[config.mk]
export PLATFORM = sky130hd
export DESIGN_NAME = katana_tracker
export DESIGN_NICKNAME = d
export VERILOG_FILES = /design/src/rtl/katana_tracker.sv
export SDC_FILE = /design/constraint.sdc
export NUM_CORES = 1
export LEC_CHECK = 0
export BUFFER_PORTS_ARGS = -buffer_cell sky130_fd_sc_hd__clkbuf_2
export CAP_MARGIN = 20
export CELL_PAD_IN_SITES_DETAIL_PLACEMENT = 1
export CELL_PAD_IN_SITES_GLOBAL_PLACEMENT = 2
export CORE_UTILIZATION = 30
export CTS_BUF_LIST = sky130_fd_sc_hd__clkbuf_8
export DETAILED_ROUTE_END_ITERATION = 10
export PLACE_DENSITY_LB_ADDON = 0.1
export SLEW_MARGIN = 5
export SYNTH_ARGS = -nofsm -noshare
export SYNTH_HDL_FRONTEND = slang
export SYNTH_SLANG_ARGS = --single-unit
[constraint.sdc]
create_clock -name clk_in -period 10.1 [get_ports clk_in]
set_clock_uncertainty 0.2 [all_clocks]
set_input_delay 1.515 -clock clk_in [delete_from_list [all_inputs] [get_ports clk_in]]
set_output_delay 1.515 -clock clk_in [all_outputs]
set_load 0.02 [all_outputs]
[src/rtl/katana_tracker.sv]
// katana_tracker: conditions raw per-frame centre-of-mass results into a
// smoothed katana position. EMA smoothing, acquire/track/lost FSM with
// dropout hold, and per-update L1 speed with a slice strobe.
module katana_tracker #(
   parameter int ALPHA_SHIFT  = 2,
   parameter int ACQ_FRAMES   = 3,
   parameter int MISS_LIMIT   = 4,
   parameter int SLICE_THRESH = 64
) (
   input  logic        clk_in,
   input  logic        rst_n_in,
   input  logic [10:0] x_in,
   input  logic [9:0]  y_in,
   input  logic        valid_in,
   input  logic        frame_start_in,
   output logic [10:0] x_out,
   output logic [9:0]  y_out,
   output logic        valid_out,
   output logic        tracking_out,
   output logic [11:0] speed_out,
   output logic        slice_out
);

   localparam int ACC_XW = 11 + ALPHA_SHIFT;
   localparam int ACC_YW = 10 + ALPHA_SHIFT;
   localparam int CW     = 8;

   typedef enum logic [1:0] {ST_LOST, ST_ACQUIRE, ST_TRACK} state_t;

   state_t              r_state;
   logic [CW-1:0]       r_acq_cnt;
   logic [CW-1:0]       r_miss_cnt;
   logic                r_got_sample;
   logic                r_tracking;

   logic                r_s1_valid;
   logic                r_s1_load;
   logic [10:0]         r_s1_x;
   logic [9:0]          r_s1_y;
   logic                r_s2_valid;
   logic                r_s2_load;
   logic [ACC_XW-1:0]   r_acc_x;
   logic [ACC_YW-1:0]   r_acc_y;

   logic [10:0]         r_x_out;
   logic [9:0]          r_y_out;
   logic                r_valid_out;
   logic [11:0]         r_speed;
   logic                r_slice;

   logic                w_frame_hit;
   logic [10:0]         w_x_new;
   logic [9:0]          w_y_new;
   logic [10:0]         w_dx_abs;
   logic [9:0]          w_dy_abs;
   logic [11:0]         w_speed;
   logic                w_s3_en;

   // A sample arriving on the frame-start cycle still belongs to the closing frame
   assign w_frame_hit = r_got_sample | valid_in;

   // Tracking FSM: acquire counts frames with samples, track counts misses
   always_ff @(posedge clk_in or negedge rst_n_in) begin
      if (!rst_n_in) begin
         r_state      <= ST_LOST;
         r_acq_cnt    <= '0;
         r_miss_cnt   <= '0;
         r_got_sample <= 1'b0;
         r_tracking   <= 1'b0;
      end else begin
         r_tracking <= (r_state == ST_TRACK);
         if (frame_start_in)
            r_got_sample <= 1'b0;
         else if (valid_in)
            r_got_sample <= 1'b1;
         case (r_state)
            ST_LOST: begin
               if (valid_in) begin
                  r_state    <= ST_ACQUIRE;
                  r_acq_cnt  <= CW'(1);
                  r_miss_cnt <= '0;
               end
            end
            ST_ACQUIRE: begin
               // acq_cnt counts the frames with a sample including the one closing now
               if (frame_start_in) begin
                  if (!w_frame_hit) begin
                     r_state <= ST_LOST;
                  end else if (r_acq_cnt >= CW'(ACQ_FRAMES)) begin
                     r_state    <= ST_TRACK;
                     r_miss_cnt <= '0;
                  end else begin
                     r_acq_cnt <= r_acq_cnt + 1'b1;
                  end
               end
            end
            ST_TRACK: begin
               if (frame_start_in) begin
                  if (w_frame_hit) begin
                     r_miss_cnt <= '0;
                  end else if (r_miss_cnt + 1'b1 == CW'(MISS_LIMIT)) begin
                     r_state    <= ST_LOST;
                     r_miss_cnt <= '0;
                  end else begin
                     r_miss_cnt <= r_miss_cnt + 1'b1;
                  end
               end
            end
            default: r_state <= ST_LOST;
         endcase
      end
   end

   // New smoothed position and L1 distance from the last published one
   always_comb begin
      w_x_new  = r_acc_x[ACC_XW-1:ALPHA_SHIFT];
      w_y_new  = r_acc_y[ACC_YW-1:ALPHA_SHIFT];
      w_dx_abs = (w_x_new >= r_x_out) ? (w_x_new - r_x_out) : (r_x_out - w_x_new);
      w_dy_abs = (w_y_new >= r_y_out) ? (w_y_new - r_y_out) : (r_y_out - w_y_new);
      w_speed  = {1'b0, w_dx_abs} + {2'b00, w_dy_abs};
      // While LOST only the re-acquiring load sample may be published
      w_s3_en  = r_s2_valid & (r_s2_load | (r_state != ST_LOST));
   end

   // Three-stage datapath: capture, accumulate, publish
   always_ff @(posedge clk_in or negedge rst_n_in) begin
      if (!rst_n_in) begin
         r_s1_valid  <= 1'b0;
         r_s1_load   <= 1'b0;
         r_s1_x      <= '0;
         r_s1_y      <= '0;
         r_s2_valid  <= 1'b0;
         r_s2_load   <= 1'b0;
         r_acc_x     <= '0;
         r_acc_y     <= '0;
         r_x_out     <= '0;
         r_y_out     <= '0;
         r_valid_out <= 1'b0;
         r_speed     <= '0;
         r_slice     <= 1'b0;
      end else begin
         r_s1_valid <= valid_in;
         r_s1_load  <= (r_state == ST_LOST);
         r_s1_x     <= x_in;
         r_s1_y     <= y_in;

         r_s2_valid <= r_s1_valid;
         r_s2_load  <= r_s1_load;
         if (r_s1_valid) begin
            if (r_s1_load) begin
               r_acc_x <= ACC_XW'(r_s1_x) << ALPHA_SHIFT;
               r_acc_y <= ACC_YW'(r_s1_y) << ALPHA_SHIFT;
            end else begin
               r_acc_x <= r_acc_x - (r_acc_x >> ALPHA_SHIFT) + ACC_XW'(r_s1_x);
               r_acc_y <= r_acc_y - (r_acc_y >> ALPHA_SHIFT) + ACC_YW'(r_s1_y);
            end
         end

         r_valid_out <= w_s3_en;
         r_slice     <= w_s3_en & ~r_s2_load & (r_state == ST_TRACK) &
                        (w_speed >= 12'(SLICE_THRESH));
         if (w_s3_en) begin
            r_x_out <= w_x_new;
            r_y_out <= w_y_new;
            r_speed <= r_s2_load ? 12'd0 : w_speed;
         end
      end
   end

   assign x_out        = r_x_out;
   assign y_out        = r_y_out;
   assign valid_out    = r_valid_out;
   assign tracking_out = r_tracking;
   assign speed_out    = r_speed;
   assign slice_out    = r_slice;

endmodule
==> out/results.tsv <==
stage	metric	value	unit
clock_tree	H-tree depth	3	
drt	Post-Route WL	21100	µm
cells_and_area	Area growth, synth to finish	11.0	%
synth	top cells by area, synth	dfrtp_1 (34%), ha_1 (12%), fa_1 (6.7%), inv_1 (6.0%), o21ai_0 (5.2%)	
synth	syn nets	1002	
grt	initial antenna violation count	0	
die	Initial Utilization	0.306	
critical_path	crit-path max FO	14	
critical_path	Worst path max stage delay	0.66	ns
critical_path	crit path max-delay cell type	a31oi_2	
sta	final period utilization	0.510	
drt	antenna viol nets, final	0	
clock_tree	Worst-path clk slew	0.12	ns
grt	vias in the first global route	6573	
sta	setup TNS	0	ns
cells_and_area	# diodes	0	
critical_path	Setup crit end kind	flip-flop	
run_status	outcome	completed	
synth	#FFs+latches synth	105	
critical_path	CP most frequent cell	a21oi_1	
job	max cap viols	0	
cells_and_area	Layout Cells excl Fill	1263	
die	Chip Width	162	µm
sta	Final setup viols	0	
sta	unrepaired setup endpoints after global routing	no	
synth	Gate Count Post-Synth	874	
drt	drt wl/cell	16.7	µm
hold_path	min-delay worst type	flip-flop to flip-flop	
sta	Fin. Hold Viols	0	
grt	gr ovfl total	0	
synth	async set-reset flop share out of synthesis	1.00	
hold_path	Hold Crit Depth	2	
die	Die ar.	26400	µm²
die	standard-cell rows	58	
critical_path	worst-path cell chain	inv_1, ha_1, and4_1, a21o_1, a21oi_1, o21ai_1, a31oi_2, mux2_2, fa_1, a21o_1, a21oi_1, o21ai_0, o41ai_1, o21ai_0, nand2_1, a21oi_1, or3b_1	
critical_path	Worst Setup Path Type	flip-flop to flip-flop	
placement	placed cell count	1247	
clock_tree	Num CTS Buffers	9	
sta	fin. max-slew vios	0	
clock_tree	Root Buffer Master	clkbuf_8	
sta	Slew HR	0.397	
sta	Worst-Margin Slew	0.905	ns
critical_path	CP required	10.18	ns
drt	via count	6095	
clock_tree	Hold Buf Count CTS	0	
critical_path	Worst Path Arrival	5.23	ns
clock_tree	Resized Gates After CTS	0	
clock_tree	CTS tree	yes	
clock_tree	worst-skew pair later-pin latency	0.41	ns
critical_path	Worst R2R Path Depth	17	
synth	register area share after synthesis	0.340	
placement	Final HPWL DP	16500	µm
drt	initial drt markers	332	
critical_path	crit start category	flip-flop	
synth	unique cell type count in the Yosys netlist	62	
die	Core ar.	25200	µm²
cells_and_area	count of nets after finishing	1056	
grt	largest net degree at the start of global routing	68	
sta	Fmax	194	MHz
synth	number of synthesized flops with an enable pin	0	
synth	Synth Cell Area	7720	µm²
grt	gr usage total	0.172	
cells_and_area	post-layout util	0.340	
drt	first-pass detailed-route iteration total	4	
clock_tree	Longest Clk Path Bufs	2	
drt	via/cell ratio	4.83	
cells_and_area	layout cells sized above 1	0.104	
synth	top cell type's share of synthesized area	0.340	
synth	Top FF cell, synth	dfrtp_1	
placement	# port buffers	60	
clock_tree	post-CTS setup buffer count	0	
synth	Yosys top cell by area	dfrtp_1	
synth	YS warnings	0	
clock_tree	# clock sinks	105	
die	Die Span Y	162	µm
drt	DRC	0	
sta	min cycle time layout	5.15	ns
die	Ports	61	
placement	placer congestion estimate	0.779	
cells_and_area	Filler cells	2950	
synth	Avg Cell Area, Syn	8.83	µm²
grt	first-pass GRT wire length	35200	µm
[cells in the final DEF (no fill, tap or decap), drive strengths merged, types with 14 or more instances in the layout]
cell,count
inv,126
dfrtp,105
nand2,84
o21ai,82
ha,77
clkbuf,69
a21oi,58
nor2,49
xnor2,27
fa,26
a21o,24
nor3,18
nand3,16
a31oi,14
[worst max-delay path: cells and delay by family (launching register included)]
family / cells / cell delay [ns]
adder cells (fa/ha/maj): 2 / 0.77
AND/OR/NAND/NOR: 3 / 0.68
multiplexers: 1 / 0.45
buffers and inverters: 1 / 0.11
flip-flops: 1 / 0.46
AO/OA/AOI/OAI: 10 / 2.35
[cells in the mapped netlist, types with 4 or more instances]
cell	n
o31ai_1	7
buf_2	4
clkbuf_1	14
dfrtp_1	105
nor2_1	49
nand2b_1	8
a31oi_1	13
mux2i_1	12
nor4_1	4
xnor2_1	27
o21ai_0	80
o21bai_1	9
a22o_1	5
nand3_1	16
xor2_1	13
a41oi_1	4
mux2_2	5
or2_2	5
or3_1	6
nand4_1	5
nor2b_1	6
fa_1	26
nor3_1	18
and3_1	10
ha_1	77
inv_1	123
and2_1	5
o211ai_1	6
nand2_1	84
a21o_1	23
a21oi_1	58
o21a_1	6
[final timing paths]
kind / start / end / slack, ns
hold / removal: speed_out[1] / speed_out[1] / 0.29
hold reg to reg: speed_out[1] / speed_out[1] / 0.29
min in group asynchronous: rst_n_in / r_acc_y[11] / 0.86
setup reg to reg: x_out[1] / speed_out[10] / 4.95
max in group asynchronous: rst_n_in / r_acq_cnt[5] / 7.51
setup / recovery: x_out[1] / speed_out[10] / 4.95
[sequential cells by signal (all words and copies together), names as in the netlist, 8 cells and up]
| name | cells |
|---|---|
| x_out | 11 |
| r_miss_cnt | 8 |
| r_acc_x | 13 |
| r_s1_y | 10 |
| y_out | 10 |
| r_acq_cnt | 8 |
| speed_out | 12 |
| r_s1_x | 11 |
| r_acc_y | 12 |
[through the flow]
stage | instance area (µm²) | setup slack [ns] | hold WS [ns]
finish | 8570 | 4.95 | 0.292
global route | 8570 | 4.47 | 0.320
CTS | 8570 | 4.90 | 0.301
detailed placement | 8390 | 4.97 | 0.276
global placement | 8390 | 5.03 | 0.268
floorplan | 7720 | 5.44 | 0.152
[metal layers]
| layer | GRT usage | wire [µm] |
|---|---|---|
| met2 | 0.262 | 9140 |
| met3 | 0.0183 | 338 |
| met4 | 0.0489 | 251 |
| met5 | 0 | 0 |
| met1 | 0.255 | 11400 |
[logic make-up after synthesis]
group / Yosys count / share of synthesized area
AOI/OAI and AO/OA: 238 / 0.191
xor gates and xnor gates: 40 / 0.0454
adders and majority gates: 103 / 0.192
buffers and inverters: 147 / 0.0731
DFF: 105 / 0.340
muxes: 17 / 0.0229
and+or+nand+nor: 224 / 0.135
[final cells by class]
type | instances | area, µm² | area share
Inverter | 125 | 469 | 0.0548
Clock buffer | 10 | 138 | 0.0161
Clock inverter | 6 | 41.3 | 0.00482
Timing Repair Buffer | 65 | 340 | 0.0397
Multi-Input combinational cell | 622 | 4540 | 0.530
Sequential cell | 105 | 2630 | 0.307
Tap cell | 330 | 413 | 0.0482
Power is left out: the tool's default activity adds up to more than one toggle a clock period on the data nets, which glitch-free logic cannot reach.
